[src/rtl/maxpool_window_reader_pkg.sv]
// Shared constants, FSM encoding and read-tag type for the layer-1 2x2 max-pool reader.
// Memory-interface widths here match the layer-0 convolution writer.
package maxpool_window_reader_pkg;

  localparam int CNN_DATA_W    = 20;
  localparam int CNN_IMG_W     = 64;
  localparam int CNN_POOL_W    = CNN_IMG_W / 2;
  localparam int CNN_ADDR_W    = $clog2(CNN_IMG_W * CNN_IMG_W);
  localparam int CNN_WR_ADDR_W = CNN_ADDR_W - 2;

  typedef enum logic [2:0] {
    ST_IDLE,
    ST_RD,
    ST_LAST,
    ST_WR,
    ST_DONE
  } pool_state_e;

  // Travels one cycle behind rd_en so the returning datum knows its role.
  typedef struct packed {
    logic vld;
    logic first;
  } rd_tag_t;

  // Counter width that stays legal when the pooled image is a single window.
  function automatic int clog2_min1(input int n);
    return (n > 1) ? $clog2(n) : 1;
  endfunction

endpackage

[src/rtl/maxpool_window_reader_addr_gen.sv]
// Window row/column counters and in-window read index for the 2x2 pool reader;
// turns them into layer-0 read and layer-1 write addresses.
module pool_addr_gen
  import maxpool_window_reader_pkg::*;
#(
  parameter  int IMG_W  = CNN_IMG_W,
  parameter  int ADDR_W = CNN_ADDR_W,
  localparam int WA_W   = (ADDR_W > 2) ? ADDR_W - 2 : 1
) (
  input  logic              clk,
  input  logic              reset,
  input  logic              clr,
  input  logic              rd_step,
  input  logic              win_step,
  output logic [ADDR_W-1:0] rd_addr,
  output logic [WA_W-1:0]   wr_addr,
  output logic              idx_first,
  output logic              idx_last,
  output logic              last_window
);

  localparam int POOL_W = IMG_W / 2;
  localparam int CW     = clog2_min1(POOL_W);

  logic [CW-1:0] row_q, col_q;
  logic [1:0]    idx_q;

  always_ff @(posedge clk) begin
    if (reset || clr) begin
      row_q <= '0;
      col_q <= '0;
      idx_q <= '0;
    end else begin
      if (rd_step) idx_q <= idx_q + 2'd1;
      if (win_step) begin
        if (col_q == CW'(POOL_W - 1)) begin
          col_q <= '0;
          row_q <= (row_q == CW'(POOL_W - 1)) ? '0 : row_q + CW'(1);
        end else begin
          col_q <= col_q + CW'(1);
        end
      end
    end
  end

  // idx[1] selects the lower row of the window, idx[0] the right column.
  always_comb begin
    rd_addr     = ADDR_W'((2 * int'(row_q) + int'(idx_q[1])) * IMG_W
                          + 2 * int'(col_q) + int'(idx_q[0]));
    wr_addr     = WA_W'(int'(row_q) * POOL_W + int'(col_q));
    idx_first   = (idx_q == 2'd0);
    idx_last    = (idx_q == 2'd3);
    last_window = (row_q == CW'(POOL_W - 1)) && (col_q == CW'(POOL_W - 1));
  end

endmodule

[src/rtl/maxpool_window_reader.sv]
// Sequential 2x2 max-pool: reads each window of layer-0 memory through one
// signed comparator and writes one pooled value per window to layer-1 memory.
module maxpool_window_reader
  import maxpool_window_reader_pkg::*;
#(
  parameter  int DATA_WIDTH = CNN_DATA_W,
  parameter  int IMG_W      = CNN_IMG_W,
  parameter  int ADDR_W     = CNN_ADDR_W,
  localparam int WA_W       = (ADDR_W > 2) ? ADDR_W - 2 : 1
) (
  input  logic                         clk,
  input  logic                         reset,
  input  logic                         start,
  output logic                         busy,
  output logic                         done,
  output logic                         rd_en,
  output logic [ADDR_W-1:0]            rd_addr,
  input  logic signed [DATA_WIDTH-1:0] rd_data,
  output logic                         wr_en,
  output logic [WA_W-1:0]              wr_addr,
  output logic signed [DATA_WIDTH-1:0] wr_data
);

  pool_state_e                  state_q, state_d;
  rd_tag_t                      rd_tag_q;
  logic signed [DATA_WIDTH-1:0] max_q;
  logic                         idx_first, idx_last, last_window;

  pool_addr_gen #(
    .IMG_W (IMG_W),
    .ADDR_W(ADDR_W)
  ) u_addr (
    .clk        (clk),
    .reset      (reset),
    .clr        ((state_q == ST_IDLE) && start),
    .rd_step    (rd_en),
    .win_step   (wr_en),
    .rd_addr    (rd_addr),
    .wr_addr    (wr_addr),
    .idx_first  (idx_first),
    .idx_last   (idx_last),
    .last_window(last_window)
  );

  always_ff @(posedge clk) begin
    if (reset) state_q <= ST_IDLE;
    else       state_q <= state_d;
  end

  always_comb begin
    state_d = state_q;
    busy    = 1'b1;
    done    = 1'b0;
    rd_en   = 1'b0;
    wr_en   = 1'b0;
    unique case (state_q)
      ST_IDLE: begin
        busy = 1'b0;
        if (start) state_d = ST_RD;
      end
      ST_RD: begin
        rd_en = 1'b1;
        if (idx_last) state_d = ST_LAST;
      end
      ST_LAST: state_d = ST_WR;
      ST_WR: begin
        wr_en   = 1'b1;
        state_d = last_window ? ST_DONE : ST_RD;
      end
      ST_DONE: begin
        done    = 1'b1;
        state_d = ST_IDLE;
      end
      default: begin
        busy    = 1'b0;
        state_d = ST_IDLE;
      end
    endcase
  end

  // First datum of a window loads unconditionally; later ones only if strictly
  // greater. Clearing the tag on reset drops any read still in flight.
  always_ff @(posedge clk) begin
    if (reset) begin
      rd_tag_q <= '0;
      max_q    <= '0;
    end else begin
      rd_tag_q <= '{vld: rd_en, first: idx_first};
      if (rd_tag_q.vld && (rd_tag_q.first || rd_data > max_q)) max_q <= rd_data;
    end
  end

  assign wr_data = max_q;

endmodule

[config.mk]
export PLATFORM = sky130hd
export DESIGN_NAME = maxpool_window_reader
export DESIGN_NICKNAME = d
export VERILOG_FILES = /design/src/rtl/maxpool_window_reader_pkg.sv /design/src/rtl/maxpool_window_reader_addr_gen.sv /design/src/rtl/maxpool_window_reader.sv
export SDC_FILE = /design/constraint.sdc
export NUM_CORES = 1
export LEC_CHECK = 0
export ABC_AREA = 0
export BUFFER_PORTS_ARGS = -buffer_cell sky130_fd_sc_hd__buf_4
export CAP_MARGIN = 20
export CORE_ASPECT_RATIO = 1.5
export CORE_UTILIZATION = 54
export CTS_BUF_LIST = sky130_fd_sc_hd__clkbuf_8
export CTS_CLUSTER_DIAMETER = 120
export DETAILED_ROUTE_END_ITERATION = 8
export HOLD_SLACK_MARGIN = 0.1
export PLACE_DENSITY = 0.89
export SLEW_MARGIN = 10
export SYNTH_ARGS = -nofsm -noshare
export SYNTH_HDL_FRONTEND = slang
export SYNTH_SLANG_ARGS = --single-unit
export TNS_END_PERCENT = 1
[constraint.sdc]
create_clock -name clk -period 3.1 [get_ports clk]
set_clock_uncertainty 0.15 [all_clocks]
set_input_delay 0.31 -clock clk [delete_from_list [all_inputs] [get_ports clk]]
set_output_delay 0.31 -clock clk [all_outputs]
set_load 0.005 [all_outputs]
**After elaboration in Yosys (flattened, before gate mapping)**

Cells that the tools add are included.

- Bits in registers: 37
- Input port bits: 23
- Output and inout port bits: 46
- Word-level logic and storage cells: 44

- Add/subtract/negate cells: 7
- Magnitude comparators: 1
- Eq/ne operators: 9
- Mux-type cells: 10
- Reductions and logical operators: 10

Operators by type and width:

| kind | count |
|---|---|
| $gt A20 B20 Y1 | 1 |
| $add A12 B2 Y12 | 1 |
| $add A12 B7 Y12 | 1 |
| $pmux W3 S4 | 1 |
| $add A10 B5 Y10 | 1 |
| $add A5 B1 Y5 const B | 2 |
| $eq A5 B5 Y1 const B | 2 |
| $mux W5 | 2 |
| $mux W3 | 3 |
| $add A6 B1 Y6 | 1 |
| $eq A3 B2 Y1 const B | 2 |
| $mux W1 | 4 |
| $ne A2 B2 Y1 const B | 2 |
| $reduce_and A2 Y1 | 2 |
| $reduce_or A4 Y1 | 1 |
| $eq A3 B1 Y1 const B | 1 |
| $eq A3 B3 Y1 const B | 1 |
| $logic_and A1 B1 Y1 | 3 |
| $logic_not A3 Y1 | 1 |
| $add A2 B1 Y2 const B | 1 |
| $eq A2 B2 Y1 const B | 1 |
| $logic_not A2 Y1 | 1 |
| $logic_or A1 B1 Y1 | 2 |

**Longest topological paths before layout**

Gate-level depths: netlist (run 1).

- Depth in word-level cells: 4
- Mapped depth: 10
- Mapped depth without buffers: 8

**By module**

A second synthesis (run 1) with hierarchy kept.

- Cells, all modules: 258
- Area total of the unflattened synthesis: 2371.0 um^2

By module, submodules not included:

| module | instances | cells each | area an instance (um^2) | seq. area each (um^2) |
|---|---|---|---|---|
| maxpool_window_reader | 1 | 183 | 1699.1 | 500.5 |
| pool_addr_gen | 1 | 75 | 671.9 | 240.2 |

**Worst setup path before layout (run 1)**

Ideal clock, no wire load.

- Path kind: reg-to-reg
- Start: reg max_q[11], in the netlist wr_data[11]
- End: reg max_q[18], in the netlist wr_data[18]
- Setup time: 0.070 ns
- Data arrival time: 2.120 ns
- Data required time: 2.880 ns
- Path slack: 0.759 ns
- Stages on the path, launching flop included: 10
- Buffers on the path: 1
- Clock period less this slack: 2.341 ns
- Cell sequence: dfxtp_1 > inv_1 > ha_1 > nand4_2 > nor4_4 > a31o_2 > a31oi_2 > buf_6 > or4_1 > a21oi_1

- Cells in the longest elaborated chain, start to end: 3

Ends and longest elaborated chain:

| what | line | text |
|---|---|---|
| start, declared | maxpool_window_reader.sv:26 | `logic signed [DATA_WIDTH-1:0] max_q;` |
| start signal, assigned | maxpool_window_reader.sv:89 | `if (rd_tag_q.vld && (rd_tag_q.first \|\| rd_data > max_q)) max_q <= rd_data;` |
| $gt A20 B20 Y1 | maxpool_window_reader.sv:89 |  |
| $logic_or A1 B1 Y1 | maxpool_window_reader.sv:89 |  |
| $logic_and A1 B1 Y1 | maxpool_window_reader.sv:89 |  |

No other way between the ends.
A chain may end at the register's enable or synchronous reset.

**Worst setup path after layout (run 1)**

- Start: reg max_q[19], in the netlist wr_data[19]
- End: reg max_q[14], in the netlist wr_data[14]

The elaborated chain is that of the path after synthesis.

==> results of run 1 <==
[report_power, final]
part / switching (W) / leakage, nW / total (W) / internal [W]
registers: 0.0000131 / 0.301 / 0.000509 / 0.000496
clock network: 0.000169 / 0.0399 / 0.000317 / 0.000148
logic: 0.000105 / 0.909 / 0.000209 / 0.000104
[registers in the layout (all words and copies together) (netlist names)]
register and cells:
u_addr.row_q 5, u_addr.idx_q 2, u_addr.col_q 5, rd_tag_q 2
wr_data 20, state_q 3
[worst paths after layout]
path / from / end / slack, ns
worst max-delay path: wr_data[19] / wr_data[14] / 0.52
worst min-delay path: rd_data[3] / wr_data[3] / 0.14
worst max register to register: wr_data[19] / wr_data[14] / 0.52
worst min register to register: u_addr.row_q[4] / u_addr.row_q[4] / 0.35
[routing by layer]
metal / GRT usage, % / wire [um]
met1: 23.5 / 2030
met2: 48.0 / 2980
met3: 4.98 / 214
met4: 10.0 / 92
met5: 0 / 0
[cell families after synthesis]
logic type / count (synthesis) / synth area share [%]
AO/OA/AOI/OAI: 77 / 20.1
XOR/XNOR: 2 / 0.754
flip-flops: 37 / 31.9
multiplexers: 2 / 0.862
buffers and inverters: 56 / 12.1
adder cells (fa/ha/maj): 26 / 14.0
AND/OR/NAND/NOR: 76 / 20.3
[cells in the final DEF (no fill, tap or decap), drive strengths merged]
| master | instances |
|---|---|
| nand2b | 2 |
| ha | 26 |
| nor3b | 1 |
| nor2 | 10 |
| o22ai | 1 |
| or4 | 21 |
| a31oi | 3 |
| clkinv | 1 |
| inv | 26 |
| o211a | 1 |
| a31o | 2 |
| nand3 | 6 |
| nand2 | 12 |
| clkbuf | 5 |
| nand4 | 5 |
| and4b | 1 |
| a22oi | 1 |
| a21oi | 40 |
| mux2i | 2 |
| nor4 | 1 |
| and3 | 3 |
| o21ai | 10 |
| o31ai | 19 |
| nor2b | 4 |
| dfxtp | 37 |
| xnor2 | 2 |
| nor4b | 1 |
| nor3 | 8 |
| buf | 71 |
| or4b | 1 |
[stage by stage]
stage                     cell area, um2  cells  setup slack, ns
after CTS                           2820    368            0.511
final                               2820    368            0.517
after floorplan                     2320    276            0.759
after global placement              2750    362            0.529
after detailed placement            2750    362            0.472
after global routing                2820    368            0.343
[layout make-up]
cell class                 instances  share of cell area [%]
clock buffer                       5                    2.44
clock inverter                     1                   0.178
timing repair buffer              71                    19.4
inverter                          26                    3.46
tap                               45                    2.00
multi-input combinational        183                    46.3
sequential                        37                    26.3
[critical path, cell delays in order (launching register included)]
cell,delay (ns)
dfxtp_1,0.34
inv_1,0.05
ha_1,0.33
nand4_2,0.19
nor4_4,0.28
a31o_2,0.23
a31oi_2,0.05
buf_4,0.23
or4_1,0.52
a21oi_1,0.14
==> run metrics, run 1 <==
Core Region=just over 4000 um2; Max VDD drop=between 0.3 and 0.4 mV; DR WL/cell=roughly 14 um; layout cells sized above 1=26.9%; CTS H-Tree Depth=2; count of different cell masters after synthesis=37; Vias=2199; fill count=360; top-count cell post-synth=a21oi_1; CTS resizes=0; Antenna diodes=0; R2R depth=9; CTS Hold Bufs=0; Die ar.=4570 um2; Remaining DRCs=0; final hold violations=0; synth warn=0; Synth Cell Area=around 2300 um2; DR pass1 iterations=4; effective utilization at floorplan=57.6%; max-slew violation count=0; Synth Flop Type=dfxtp_1; PD cells=about 370 nW/um2; Synth async-reset ratio=0%; CP startpoint kind=flop; Tcrit/Tclk final=between 80% and 90%; Max-cap violations=0; HP Class=input pin to flop; EDFF count, synth=0; vias in the first global route=2080; Tmin final=2.58 ns; synth top area cells=dfxtp_1, ha_1, a21oi_1; post-synth top area share=31.9%; Routed Antenna Nets=0; Synth Instances=276; CTS tree=built; WL final=5.31 mm; Worst-Skew Late Latency=0.29 ns; hpwl dp=just under 4 mm; Syn Area/Cell=around 8.4 um2; Iteration-0 DRC Markers=40; nets=373; CTS root buf=clkbuf_8; clock sinks=37; Num CTS Buffers=5; status=completed; final hold slack=0.138 ns; setup TNS=0 ns; post-layout util=between 60 and 70%; leading area contributor after synthesis=dfxtp_1; type of the worst setup path=flop to flop; first-pass GRT wire length=8.76 mm; CP arrival=2.65 ns; Multi-input gate area=1310 um2; GRT overflow=0; Die H=82.3 um; Final Wtd Congestion=0.806; post-CTS setup buffers=0; I/O pins=69; register area=741 um2; worst path required time=3.17 ns; Total GRT Usage=23.9%; largest net degree at the start of global routing=40; Post-synth top cells=a21oi_1, dfxtp_1, ha_1, inv_1, or4_1; clk buf depth=2; Setup violations, final=0; Fmax=between 300 and 400 MHz; unrepaired setup endpoints after global routing=false; Hold Path Stages=3; critical path fanouts, max=24; Layout area overhead=21.4%; row count=28; syn_nets=325; Critical Path End Type=flop; Seq cells post-synth=37; relative slew slack=61.6%; drt via density=5.98; IO buf count=68; Worst-Margin Slew=about 0.57 ns; overall power=0.00104 W; Die X=55.5 um; LEAKAGE=1.25 nW; Reg clk slew, reported paths=0.07 ns; sequential share of the synthesized area=31.9%; number of antenna violations at the first check in global routing=0
No activity file was read; power rests on OpenSTA's default activity.
==> run 2: changes to the inputs <==
Settings changed: CORE_UTILIZATION 54 to 48, PLACE_DENSITY 0.89 to 0.84.
Clock period 3.1 ns to 2.3 ns, I/O delays scaled along.
==> run 2 against run 1 <==
The flow now finishes with violations (setup timing). Sequential cell count unchanged. First-iteration DRC count increased by 93%. Fmax increased by 3.3%. Highest routed layer unchanged.
==> run metrics, run 2 (synthesis results as in run 1) <==
status=finished with violations; violated checks=setup timing; IO buf count=68; Max-cap violations=0; Die X=58.8 um; Worst-Skew Late Latency=just under 0.3 ns; PD cells=499 nW/um2; Die H=about 87 um; GRT overflow=0; CTS tree=built; CTS H-Tree Depth=2; CTS root buf=clkbuf_8; Post-Place Cells=405; worst path required time=2.37 ns; Hold Path Stages=2; Final WS setup=-0.201 ns; LEAKAGE=approximately 1.5 nW; post-layout util=approximately 77%; Routed Antenna Nets=0; Tcrit/Tclk final=109%; Die ar.=5130 um2; Critical Path End Type=flop; max-slew violation count=0; post-CTS setup buffers=0; Setup violations, final=20; type of the worst setup path=flop to flop; Total GRT Usage=24.8%; clk buf depth=2; nets=419; Hold Crit Start=reset; CP startpoint kind=flop; Iteration-0 DRC Markers=77; Remaining DRCs=0; DR pass1 iterations=4; Tmin final=2.50 ns; vias in the first global route=roughly 2300; sequential share of power=39.1%; relative slew slack=61.2%; Final Wtd Congestion=between 0.7 and 0.8; crit path launch=wr_data[18]; Worst-Margin Slew=0.581 ns; Vias=2415; row count=30; CP arrival=2.57 ns; Final Non-Filler Cells=435; HP Class=input pin to flop; Sw Share=25.0%; I/O pins=69; clock sinks=37; R2R depth=10; CP endpoint=wr_data[11]; critical path fanouts, max=11; Worst R2R Start=wr_data[18]; DR WL/cell=around 15 um; number of antenna violations at the first check in global routing=0; WL final=6.51 mm; effective utilization at floorplan=50.7%; Gate power share=22.9%; final hold violations=0; max FFs per register=20; P_sw=0.000440 W; Core Region=4580 um2; Antenna diodes=0; most common cell after layout, fill and taps aside=buf_4; final hold slack=0.165 ns; Fmax=400 MHz; Layout area overhead=52.1%; Num CTS Buffers=5; first-pass GRT wire length=roughly 10 mm; layout cells sized above 1=about 42%; Max VDD drop=0.396 mV; commonest cells after routing, fill and taps aside=buf_4, a21oi_1, dfxtp_1, dlygate4sd3_1, inv_1; unrepaired setup endpoints after global routing=true; Clock Power Share=a little under two fifths; hpwl dp=4.02 mm; largest net degree at the start of global routing=39; Reg-to-Reg End=wr_data[11]; drt via density=5.55; P_int=0.00132 W; Reg clk slew, reported paths=0.08 ns; Reg2Reg Setup Slack=-0.20 ns
[run 2: cell types whose count changed in the layout (fill, tap and decap cells not counted), sizes merged]
cell / delta
dlygate4sd3: +20
clkbuf: +1
bufinv: +2
buf: +25
[run 2: critical path, stage by stage (launching register included)]
cell,delay (ns)
dfxtp_2,0.34
inv_1,0.05
ha_1,0.30
nand4_2,0.16
nor4_4,0.27
a31o_2,0.24
buf_4,0.12
o21ai_2,0.07
buf_6,0.15
or4_4,0.42
a21oi_2,0.15
[run 2: worst min-delay path by stage]
stage / endpoint / slack, ns
final: rd_tag_q[1] / 0.16
after global routing: wr_data[15] / 0.18
after CTS: wr_data[14] / 0.15
after detailed placement: u_addr.col_q[4] / 0.34
after global placement: u_addr.col_q[4] / 0.33
after floorplan: wr_data[10] / 0.23
[run 2: per-stage QoR]
step	instance area [um2]	setup WS (ns)	total power (W)	setup TNS [ns]
after CTS	3350	-0.208	0.00172	-3.66
final	3530	-0.201	0.00176	-3.26
after floorplan	2320	-0.0406	0.000870	-0.748
after detailed placement	2960	-0.241	0.00101	-3.51
after global placement	2960	-0.169	0.00100	-2.96
after global routing	3530	-0.312	0.00184	-5.52
[run 2: power by group through the flow]
stage                     Clock (W)  Sequential [W]  Combinational [W]
after floorplan                   0        0.000698           0.000172
after global placement            0        0.000699           0.000302
after detailed placement          0        0.000700           0.000311
after CTS                  0.000682        0.000686           0.000350
after global routing       0.000704        0.000694           0.000441
final                      0.000669        0.000690           0.000405
[run 2: layout make-up]
| cell class | instances | area [um2] |
|---|---|---|
| sequential | 37 | 758 |
| inverter | 26 | 97.6 |
| tap | 64 | 80.1 |
| clock buffer | 5 | 68.8 |
| multi-input combinational | 183 | 1490 |
| clock inverter | 3 | 65.1 |
| timing repair buffer | 117 | 976 |
| fill | 316 | 1050 |
[run 2: metal layers]
layer	share of wire [%]	up-vias	track usage [%]
met3	4.8	14	4.90
met5	0	-	0
li1	-	1188	-
met4	2.2	0	10.4
met1	37	1127	25.9
met2	56	86	46.6
[run 2: timing repair]
action	CTS	global route
hold buffers	20	0
pin swaps	3	4
setup endpoints to repair	20	20
resized for setup	13	33
cloned	0	2
endpoints found under the hold margin	20	0
